<file path="src/rtl/ps2_keyboard_rx.sv">
// PS/2 keyboard receiver: synchronised frame deserialiser, byte FIFO and make/break key tracker.
// Optional macro PS2_PARITY_CHECK_EN: when defined, frames with bad odd parity are rejected.
module ps2_keyboard_rx #(
    parameter int FIFO_DEPTH = 8,
    parameter int TIMEOUT    = 50000
) (
    input  logic       i_clk,
    input  logic       i_rst,
    input  logic       i_ps2_clk,
    input  logic       i_ps2_data,
    input  logic       i_rd_en,
    output logic [7:0] o_data,
    output logic       o_ready,
    output logic       o_overflow,
    output logic       o_frame_err,
    output logic [7:0] o_key_code,
    output logic       o_key_down,
    output logic [7:0] o_key_count
);

    localparam int AW = $clog2(FIFO_DEPTH);
    localparam int TW = $clog2(TIMEOUT + 1);
    localparam logic [TW-1:0] TIMEOUT_C = TW'(TIMEOUT);

    typedef enum logic [0:0] {ST_IDLE = 1'b0, ST_BREAK = 1'b1} state_t;

    function automatic logic odd_parity_ok(input logic [8:0] v);
        return ^v;
    endfunction

    logic [2:0]    r_clk_sync;
    logic [1:0]    r_dat_sync;
    logic [9:0]    r_shift;
    logic [3:0]    r_bit_cnt;
    logic [TW-1:0] r_idle_cnt;
    logic          r_frame_err;

    logic [7:0]    r_mem [FIFO_DEPTH];
    logic [AW:0]   r_wr_ptr;
    logic [AW:0]   r_rd_ptr;
    logic          r_overflow;

    state_t        r_state;
    state_t        w_state_nx;
    logic [7:0]    r_key_code;
    logic [7:0]    w_key_code_nx;
    logic          r_key_down;
    logic          w_key_down_nx;
    logic [7:0]    r_key_count;
    logic [7:0]    w_key_count_nx;

    logic          w_fall;
    logic          w_bit;
    logic          w_last;
    logic          w_par_ok;
    logic          w_frame_ok;
    logic          w_byte_valid;
    logic [7:0]    w_byte;
    logic          w_empty;
    logic          w_full;
    logic          w_pop;
    logic          w_push;

    assign w_fall = ~r_clk_sync[1] & r_clk_sync[2];
    assign w_bit  = r_dat_sync[1];
    assign w_last = w_fall & (r_bit_cnt == 4'd10);

`ifdef PS2_PARITY_CHECK_EN
    assign w_par_ok = odd_parity_ok(r_shift[9:1]);
`else
    assign w_par_ok = 1'b1;
`endif

    // r_shift[0] is the start bit; the stop bit is the one arriving on this edge.
    assign w_frame_ok   = ~r_shift[0] & w_bit & w_par_ok;
    assign w_byte_valid = w_last & w_frame_ok;
    assign w_byte       = r_shift[8:1];

    // Synchronisers; idle-high reset values keep reset release from faking an edge.
    always_ff @(posedge i_clk) begin
        if (i_rst) begin
            r_clk_sync <= 3'b111;
            r_dat_sync <= 2'b11;
        end else begin
            r_clk_sync <= {r_clk_sync[1:0], i_ps2_clk};
            r_dat_sync <= {r_dat_sync[0], i_ps2_data};
        end
    end

    // Deserialiser, frame check and inter-edge timeout.
    always_ff @(posedge i_clk) begin
        if (i_rst) begin
            r_shift     <= 10'd0;
            r_bit_cnt   <= 4'd0;
            r_idle_cnt  <= '0;
            r_frame_err <= 1'b0;
        end else begin
            r_frame_err <= w_last & ~w_frame_ok;
            if (w_fall) begin
                r_idle_cnt <= '0;
                if (r_bit_cnt == 4'd10) begin
                    r_bit_cnt <= 4'd0;
                end else begin
                    r_shift   <= {w_bit, r_shift[9:1]};
                    r_bit_cnt <= r_bit_cnt + 4'd1;
                end
            end else if (r_idle_cnt == TIMEOUT_C) begin
                r_bit_cnt <= 4'd0;
            end else begin
                r_idle_cnt <= r_idle_cnt + {{(TW-1){1'b0}}, 1'b1};
            end
        end
    end

    assign w_empty = (r_wr_ptr == r_rd_ptr);
    assign w_full  = (r_wr_ptr[AW] != r_rd_ptr[AW]) &&
                     (r_wr_ptr[AW-1:0] == r_rd_ptr[AW-1:0]);
    assign w_pop   = i_rd_en & ~w_empty;
    assign w_push  = w_byte_valid & (~w_full | w_pop);

    // FIFO storage; contents are don't-care until written.
    always_ff @(posedge i_clk) begin
        if (w_push) begin
            r_mem[r_wr_ptr[AW-1:0]] <= w_byte;
        end
    end

    // FIFO pointers and sticky overflow.
    always_ff @(posedge i_clk) begin
        if (i_rst) begin
            r_wr_ptr   <= '0;
            r_rd_ptr   <= '0;
            r_overflow <= 1'b0;
        end else begin
            if (w_push) begin
                r_wr_ptr <= r_wr_ptr + {{AW{1'b0}}, 1'b1};
            end
            if (w_pop) begin
                r_rd_ptr <= r_rd_ptr + {{AW{1'b0}}, 1'b1};
            end
            if (w_byte_valid & w_full & ~w_pop) begin
                r_overflow <= 1'b1;
            end
        end
    end

    // Key tracker state and registered outputs.
    always_ff @(posedge i_clk) begin
        if (i_rst) begin
            r_state     <= ST_IDLE;
            r_key_code  <= 8'd0;
            r_key_down  <= 1'b0;
            r_key_count <= 8'd0;
        end else begin
            r_state     <= w_state_nx;
            r_key_code  <= w_key_code_nx;
            r_key_down  <= w_key_down_nx;
            r_key_count <= w_key_count_nx;
        end
    end

    // Key tracker next state: 0xF0 arms a release, 0xE0 prefix is transparent.
    always_comb begin
        w_state_nx     = r_state;
        w_key_code_nx  = r_key_code;
        w_key_down_nx  = r_key_down;
        w_key_count_nx = r_key_count;
        case (r_state)
            ST_IDLE: begin
                if (!w_byte_valid) begin
                    w_state_nx = ST_IDLE;
                end else if (w_byte == 8'hF0) begin
                    w_state_nx = ST_BREAK;
                end else if (w_byte == 8'hE0) begin
                    w_state_nx = ST_IDLE;
                end else if (!r_key_down || (w_byte != r_key_code)) begin
                    w_key_code_nx  = w_byte;
                    w_key_down_nx  = 1'b1;
                    w_key_count_nx = r_key_count + 8'd1;
                end else begin
                    w_state_nx = ST_IDLE;
                end
            end
            ST_BREAK: begin
                if (w_byte_valid) begin
                    w_state_nx = ST_IDLE;
                    if (w_byte == r_key_code) begin
                        w_key_down_nx = 1'b0;
                    end else begin
                        w_key_down_nx = r_key_down;
                    end
                end else begin
                    w_state_nx = ST_BREAK;
                end
            end
            default: begin
                w_state_nx = ST_IDLE;
            end
        endcase
    end

    assign o_data      = r_mem[r_rd_ptr[AW-1:0]];
    assign o_ready     = ~w_empty;
    assign o_overflow  = r_overflow;
    assign o_frame_err = r_frame_err;
    assign o_key_code  = r_key_code;
    assign o_key_down  = r_key_down;
    assign o_key_count = r_key_count;

endmodule

</file>
<file path="config.mk">
export PLATFORM = sky130hd
export DESIGN_NAME = ps2_keyboard_rx
export DESIGN_NICKNAME = d
export VERILOG_FILES = /design/src/rtl/ps2_keyboard_rx.sv
export SDC_FILE = /design/constraint.sdc
export NUM_CORES = 1
export LEC_CHECK = 0
export BUFFER_PORTS_ARGS = -buffer_cell sky130_fd_sc_hd__buf_2
export CORE_UTILIZATION = 45
export DETAILED_ROUTE_END_ITERATION = 8
export SYNTH_ARGS = -nofsm -noshare
export SYNTH_HDL_FRONTEND = slang
export SYNTH_SLANG_ARGS = --single-unit
</file>
<file path="constraint.sdc">
create_clock -name i_clk -period 3.09 [get_ports i_clk]
set_input_delay 0.309 -clock i_clk [delete_from_list [all_inputs] [get_ports i_clk]]
set_output_delay 0.309 -clock i_clk [all_outputs]
set_load 0.02 [all_outputs]
</file>
# Word-level counts from Yosys, hierarchy flattened
# Memory sizes are Yosys's and may differ from the RTL's. A register that Yosys moved wholly into a read port is not among the register bits.
# Cells that the tools add are included.
# totals
reg_bits	63
ramBits	64
inputBits	5
out_inout_bits	28
n_memories	1
# mem_list
memory	depth	width	rd	rd_ports_with_merged_regs	write_ports	line_no	rtl
r_mem	8	8	1	1	1	38	logic [7:0] r_mem [FIFO_DEPTH];
# op_classes
n_addsub	5
eq_ne	15
n_mux	18
bitwise_logic	20
reduce_logical	8
# op_table
op	n
$add A16 B1 Y16 const B	1
$eq A16 B16 Y1 const B	1
$eq A8 B8 Y1 const B	2
$add A4 B1 Y4 const B	3
$mux W4	3
$mux W1	11
$not A1 Y1	10
$and A1 B1 Y1	9
$add A8 B1 Y8 const B	1
$eq A8 B8 Y1	1
$ne A2 B2 Y1 const B	4
$ne A8 B8 Y1	1
$mux W3	2
$reduce_and A6 Y1	1
$reduce_and A5 Y1	1
$eq A4 B4 Y1	1
$eq A4 B4 Y1 const B	1
$ne A2 B1 Y1 const B	2
$pmux W1 S2	2
$eq A3 B3 Y1	1
$reduce_and A2 Y1	1
$reduce_bool A2 Y1	1
$reduce_or A2 Y1	1
$logic_and A1 B1 Y1	1
4 further kinds	4

# Depth between registers and ports, before layout
# Gate-level depths: netlist of run 1.
# depth
word_depth	7
ltp_mapped	9
mapped_depth_nobuf	7

# Least setup slack after synthesis of run 1
# OpenSTA, ideal clock, no wires.
# synth_path
path_kind	reg-to-reg
start	reg r_bit_cnt[0]
end	mem r_mem[0][0] (enable)
setup_time_ns	0.383
arrival_time_ns	2.302
path_slack_ns	0.404
stages_incl_launch_ff	9
path_buffers	1
synth_period_minus_slack_ns	2.686
path_cell_list	dfxtp_1 > inv_1 > ha_1 > nand3b_4 > or4b_4 > buf_6 > a21oi_1 > nand2_1 > nor3_1
# synth_via
elab_chain_len	6
# synth_rtl
element	line_no	rtl
start, declared	34	logic [3:0] r_bit_cnt;
start signal, assigned	105	r_bit_cnt <= r_bit_cnt + 4'd1;
$eq A4 B4 Y1	66	assign w_last = w_fall & (r_bit_cnt == 4'd10);
$and A1 B1 Y1	66	
$and A1 B1 Y1	76	assign w_byte_valid = w_last & w_frame_ok;
$and A1 B1 Y1	119	assign w_push = w_byte_valid & (~w_full | w_pop);
$mux W1	123	if (w_push) begin
$mux W1 (not written as such)	124	r_mem[r_wr_ptr[AW-1:0]] <= w_byte;
end, declared	38	
# Every way passes these cells.

# Final worst setup path of run 1
# layout_path
start	reg r_bit_cnt[0]
end	mem r_mem[6][5] (enable)
# Same word-level chain as after synthesis.

==> flow_metrics.py, run 1 <==
metrics = {
    "pwr": {
        "totalPowerFinal_mw": 3.74,
        "vdd_drop_max_mv": 0.345,
        "p_leak_nw": 2.22,
        "powerDensity_nw_per_um2": 589,
    },
    "timing": {
        "tightest_slew_ns": 0.779,
        "min_period_over_period_pct": 88.0,
        "rsz0062_at_grt": "no",
        "final-max-slew-violation-count": 0,
        "fin_crit_ns": 2.72,
        "setup_tns_ns": 0,
        "hold_viol": 0,
        "slew_headroom_pct": 47.4,
        "finalSetupViolCount": 0,
        "fmax_mhz": 368,
        "skew_ns": 0.00713,
        "holdWs_ns": 0.0820,
    },
    "critical_path": {
        "cp.arrival_ns": 2.76,
        "critPathBufInv": 1,
        "max_stage_delay_ns": 0.59,
        "timing_worst_setup_path_type": "reg -> reg",
        "slowest_stage": "or4b_4",
        "start_kind": "flip-flop",
        "critical_path_required_ns": 3.13,
        "crit_family": "simple AND/OR/NAND/NOR gates",
        "crit_path_end_kind": "flip-flop",
        "critPathMaxFanout": 9,
        "worstPathCellList": "inv_1 -> ha_1 -> nand3b_4 -> or4b_4 -> a21oi_1 -> nand2_1 -> nor2_1",
    },
    "floorplan": {
        "die_w_um": 112,
        "dieHeight_um": 112,
        "die_area_um2": 12500,
        "initial_core_util_pct": 46.9,
        "io_pins": 33,
        "placeableCoreArea_um2": 11600,
        "placementRows": 39,
    },
    "global_routing": {
        "grt_max_degree": 36,
        "grt_pass1_wl_um": 17100,
        "grt_usage_pct": 18.2,
        "grt_pass1_vias": 3354,
        "gr-total-overflow": 0,
        "antenna_found_initial": 0,
    },
    "drt": {
        "drtIter0Drc": 175,
        "antenna_left": 0,
        "firstDrtPassIters": 6,
        "wl_per_cell_um": 16.3,
        "routed_wl_um": 10400,
        "vias": 3383,
        "drc": 1,
        "vias_per_cell": 5.29,
    },
    "flow_run": {
        "maxCapViolations": 0,
    },
    "placement": {
        "io_buffers": 32,
        "gp_congestion": 0.723,
        "dpl.hpwl_um": 6750,
        "place_inst": 607,
    },
    "clocking": {
        "clk_latency_ns": 0.41,
        "cts_root_buf": "clkbuf_16",
        "htreeDepth": 4,
        "cts_buffer_depth": 2,
        "cts.clk_slew.worst_paths_ns": 0.05,
        "hold_buffers": 0,
        "cts_buffers": 17,
        "cts_resized": 0,
        "cts_setup_buffers": 0,
        "clkSinkCount": 130,
        "cts_tree": "yes",
    },
    "logic_synthesis": {
        "synth_area_um2": 5420,
        "yosysTopAreaCellShare_pct": 35.5,
        "synth_top_area_cell": "edfxtp_1",
        "ys_ff_latch": 130,
        "yosys_warnings": 0,
        "synth_cell_types": 48,
        "synth-edff-count": 64,
        "async_flop_share_pct": 0,
        "netlist_instances": 436,
        "synth.area.top_cells": "edfxtp_1 (35%), dfxtp_1 (24%), mux4_2 (6.6%), nor2_1 (2.9%), xnor2_1 (2.7%)",
        "avgSynthCellArea_um2": 12.4,
        "synth_flop_cell": "dfxtp_1",
        "synth_seq_area_share_pct": 59.8,
        "synth_nets": 448,
    },
    "cells_and_area": {
        "drive_gt1_share_pct": 24.0,
        "layout.cells.most_common_list": "dfxtp_1 (66), edfxtp_1 (64), nor2_1 (42), nand2_1 (33), buf_2 (32)",
        "area_growth_pct": 17.1,
        "nFillCells": 973,
        "instances_no_fill": 639,
        "layout_commonest_cell": "dfxtp_1",
        "final_nets": 495,
        "n_antenna_cell": 0,
    },
    "worst_hold_path": {
        "holdCritPathClass": "in -> reg",
    },
    "outcome": {
        "violations": "DRC",
        "outcome": "finished, violations left",
    },
}
## per-stage QoR
| stage | util [%] | setup WS, ns | cell area (um^2) |
|---|---|---|---|
| finish | 54.9 | 0.370 | 6350 |
| CTS | 54.9 | 0.348 | 6350 |
| global route | 54.9 | 0.177 | 6350 |
| global placement | 50.0 | 0.525 | 5780 |
| detailed placement | 50.0 | 0.380 | 5780 |
| floorplan | - | 0.404 | 5420 |
## sequential cells by signal (all words and copies together), names as in the netlist, 2 cells and up, named ones only
register and count:
o_key_code 8, o_key_count 8, r_bit_cnt 4, r_clk_sync 3, r_dat_sync 2, r_idle_cnt 16
r_mem 64, r_rd_ptr 4, r_shift 10, r_wr_ptr 4
## cells by family (layout without fill, tap and decap cells)
kind of cell / after synthesis / count (layout) / synth area share, %
xor gates and xnor gates: 30 / 30 / 4.85
muxes: 36 / 36 / 10.6
DFF: 130 / 130 / 59.8
adders and majority gates: 7 / 7 / 1.62
AOI/OAI and AO/OA: 44 / 44 / 4.85
and+or+nand+nor: 160 / 160 / 16.0
buffers and inverters: 29 / 89 / 2.29
## synth_stat cells, drive strengths merged, types with 2 or more instances
cell type,instances
dfxtp,66
edfxtp,64
nor2,43
nand2,33
a21oi,27
nand2b,22
xnor2,17
mux4,16
clkbuf,15
nand3,13
xor2,13
mux2,11
inv,10
mux2i,9
ha,7
nand4,6
nor3,6
o21ai,6
o41ai,5
or2,5
buf,4
nor2b,4
nor4,4
or3,4
or4b,4
o31ai,3
and2,2
and3,2
nand3b,2
nor4b,2
nor4bb,2
or4,2
## path summary, 6_finish.rpt
path                       from       endpoint  slack [ns]  cells past startpoint
setup reg to reg   r_bit_cnt[0]    r_mem[6][5]        0.37                      7
setup / recovery   r_bit_cnt[0]    r_mem[6][5]        0.37                      7
hold reg to reg   r_dat_sync[0]  r_dat_sync[1]        0.41                      1
hold / removal        i_ps2_clk  r_clk_sync[0]        0.08                      2
## per-layer routing
metal / track usage [%] / wire, um / vias to the layer above / share of wire (%)
met5: 0 / 0 / - / 0
met4: 6.94 / 104 / 0 / 1.0
li1: - / - / 1672 / -
met2: 29.6 / 5120 / 55 / 49
met1: 23.1 / 4810 / 1650 / 46
met3: 5.12 / 355 / 6 / 3.4
## final cells by class
class	instances	area [um^2]	share of cell area, %
Clock buffer	17	425	6.70
Clock inverter	15	136	2.15
Inverter	10	37.5	0.591
Multi-Input combinational cell	277	2050	32.3
Sequential cell	130	3240	51.1
Tap cell	143	179	2.82
Timing Repair Buffer	47	273	4.30
## report_power, final
part	internal, mW	leakage, nW	switching (mW)
clock network	1.11	0.254	0.758
registers	1.80	1.13	0.00825
logic	0.0211	0.836	0.0377
## worst reg2reg max path: cells and delay by family (launching register included)
family	cells	cell delay, ns
buffers and inverters	1	0.07
AOI/OAI and AO/OA	1	0.33
and+or+nand+nor	4	1.43
adders and majority gates	1	0.19
DFF	1	0.34
(Power assumes the default switching activity.)
==> inputs of run 2 (changes only) <==
ABC_AREA = 1   (was not set)
==> flow_metrics.py, run 2 <==
metrics = {
    "placement": {
        "place_inst": 791,
        "dpl.hpwl_um": 7700,
        "io_buffers": 32,
        "gp_congestion": 0.791,
    },
    "global_routing": {
        "grt_pass1_wl_um": 19100,
        "antenna_found_initial": 0,
        "grt_usage_pct": 19.6,
        "grt_max_degree": 33,
        "grt_pass1_vias": 3917,
        "gr-total-overflow": 0,
    },
    "cells_and_area": {
        "instances_no_fill": 823,
        "drive_gt1_share_pct": 14.2,
        "final_nets": 654,
        "area_growth_pct": 16.8,
        "n_antenna_cell": 0,
        "layout.cells.most_common_list": "nor2_1 (115), nand2_1 (107), dfxtp_1 (66), edfxtp_1 (64), inv_1 (39)",
        "layout_commonest_cell": "nor2_1",
        "largest_register_ffs": 64,
    },
    "worst_hold_path": {
        "holdCritPathClass": "in -> reg",
        "hold-path-cell-count": 2,
    },
    "clocking": {
        "cts_buffer_depth": 2,
        "cts_root_buf": "clkbuf_16",
        "cts_tree": "yes",
        "cts_setup_buffers": 0,
        "cts_buffers": 17,
        "hold_buffers": 0,
        "clk_latency_ns": 0.42,
        "clkSinkCount": 130,
        "cts.clk_slew.worst_paths_ns": 0.06,
        "htreeDepth": 4,
        "cts_resized": 0,
    },
    "logic_synthesis": {
        "yosys_warnings": 0,
        "synth_cell_types": 33,
        "synth.area.top_cells": "edfxtp_1 (34%), dfxtp_1 (24%), nor2_1 (7.7%), nand2_1 (7.2%), a21oi_1 (3.2%)",
        "synth_most_common_cell": "nor2_1",
        "synth-edff-count": 64,
        "synth_nets": 614,
        "synth_flop_cell": "dfxtp_1",
        "synth_top_area_cell": "edfxtp_1",
        "yosysTopAreaCellShare_pct": 34.4,
        "netlist_instances": 602,
        "synth_seq_area_share_pct": 58.0,
        "avgSynthCellArea_um2": 9.29,
        "async_flop_share_pct": 0,
        "synth_area_um2": 5590,
        "ys_ff_latch": 130,
        "netlist_top_cells_count": "nor2_1 (115), nand2_1 (107), dfxtp_1 (66)",
    },
    "critical_path": {
        "cp.arrival_ns": 2.16,
        "critical_path_required_ns": 2.78,
        "crit_family": "buffers and inverters",
        "worstPathCellList": "inv_1 -> buf_4 -> nor2_1 -> o32ai_1 -> nand2_1 -> nand2_1 -> buf_2",
        "critPathMaxFanout": 17,
        "rrSetupSlack_ns": 0.78,
        "reg2reg_depth": 8,
        "critPathBufInv": 3,
        "timing_worst_setup_path_type": "reg -> out",
        "max_stage_delay_ns": 0.40,
        "crit_top_cell": "nand2_1",
        "slowest_stage": "inv_1",
        "start_kind": "flip-flop",
        "path_depth": 7,
        "crit_path_end_kind": "output pin",
    },
    "drt": {
        "drc": 0,
        "antenna_left": 0,
        "drtIter0Drc": 211,
        "routed_wl_um": 11600,
        "firstDrtPassIters": 4,
        "wl_per_cell_um": 14.1,
        "vias_per_cell": 5.03,
        "vias": 4142,
    },
    "pwr": {
        "power_frac_seq_pct": 45.7,
        "p_leak_nw": 2.50,
        "p_clk_share_pct": 49.9,
        "vdd_drop_max_mv": 0.388,
        "totalPowerFinal_mw": 4.06,
        "swShare_pct": 22.0,
        "comb_power_share_pct": 4.4,
        "powerDensity_nw_per_um2": 622,
        "intPower_mw": 3.17,
        "power.switching_mw": 0.894,
    },
    "flow_run": {
        "maxCapViolations": 0,
    },
    "floorplan": {
        "dieHeight_um": 113,
        "placementRows": 40,
        "io_pins": 33,
        "initial_core_util_pct": 46.4,
        "placeableCoreArea_um2": 12100,
        "die_area_um2": 12900,
        "die_w_um": 113,
    },
    "timing": {
        "setup_tns_ns": 0,
        "min_period_over_period_pct": 80.0,
        "skew_ns": 0.00669,
        "fin_crit_ns": 2.47,
        "fmax_mhz": 404,
        "rsz0062_at_grt": "no",
        "slew_headroom_pct": 39.0,
        "final-max-slew-violation-count": 0,
        "tightest_slew_ns": 0.913,
        "finalSetupViolCount": 0,
        "hold_viol": 0,
    },
    "outcome": {
        "outcome": "complete, no violations",
    },
}
[run 2: cell types whose count changed after synthesis, moves of 16 or more]
cell,previous run,this run
inv_1,10,39
mux4_2,16,0
nand3_1,13,36
nand2_1,33,107
nor2_1,42,115
nand2b_1,21,0
o32ai_1,0,16
o21ai_0,6,32
[run 2: cells by family (layout without fill, tap and decap cells)]
family,Yosys count,after routing,synth area share [%]
simple gates,297,297,23.6
flops,130,130,58.0
compound gates,87,87,9.06
buf+inv,60,113,4.47
xor+xnor,21,21,3.29
fa+ha+maj,7,7,1.57
[run 2: worst reg2reg max path: stages (launching register included)]
cell	delay (ns)
dfxtp_1	0.39
ha_1	0.18
nand2_2	0.07
nor2_4	0.13
nand2_4	0.08
nor2_8	0.15
nand2_1	0.13
or2_1	0.28
nor2_1	0.53
[run 2: final timing paths]
check / startpoint / endpoint
setup / recovery: flip-flop / o_data[6]
hold / removal: i_ps2_data / r_dat_sync[0]
setup reg to reg: r_bit_cnt[1] / r_mem[0][4]
hold reg to reg: r_dat_sync[0] / r_dat_sync[1]
[run 2: power by group through the flow]
stage,Sequential [mW],Clock (mW),Combinational [mW]
final,1.86,2.03,0.178
after global routing,1.86,2.13,0.202
after CTS,1.86,2.05,0.180
after detailed placement,1.89,0,0.180
after global placement,1.89,0,0.177
after floorplan,1.88,0,0.133
[run 2: per-stage QoR]
stage / utilization (%) / instance area [um^2] / setup slack, ns / hold slack, ns
after floorplan: - / 5590 / 1.05 / 0.389
after global placement: 49.1 / 5930 / 0.863 / 0.392
after detailed placement: 49.1 / 5930 / 0.771 / 0.398
after CTS: 54.2 / 6530 / 0.576 / 0.0507
after global routing: 54.2 / 6530 / 0.438 / 0.0590
final: 54.2 / 6530 / 0.616 / 0.0675
[run 2: per-layer routing]
metal  vias up  track usage [%]  share of wire (%)
met3        13             4.99                3.3
li1       2110                -                  -
met5         -                0                  0
met1      1948             24.2                 46
met2        71             32.8                 49
met4         0             7.81                1.4
[run 2: cell type report]
class,count,area [um^2]
fill,1091,5530
tap,168,210
sequential,130,3240
inverter,42,163
timing repair buffer,39,213
clock inverter,13,161
multi-input combinational,412,2100
clock buffer,19,443
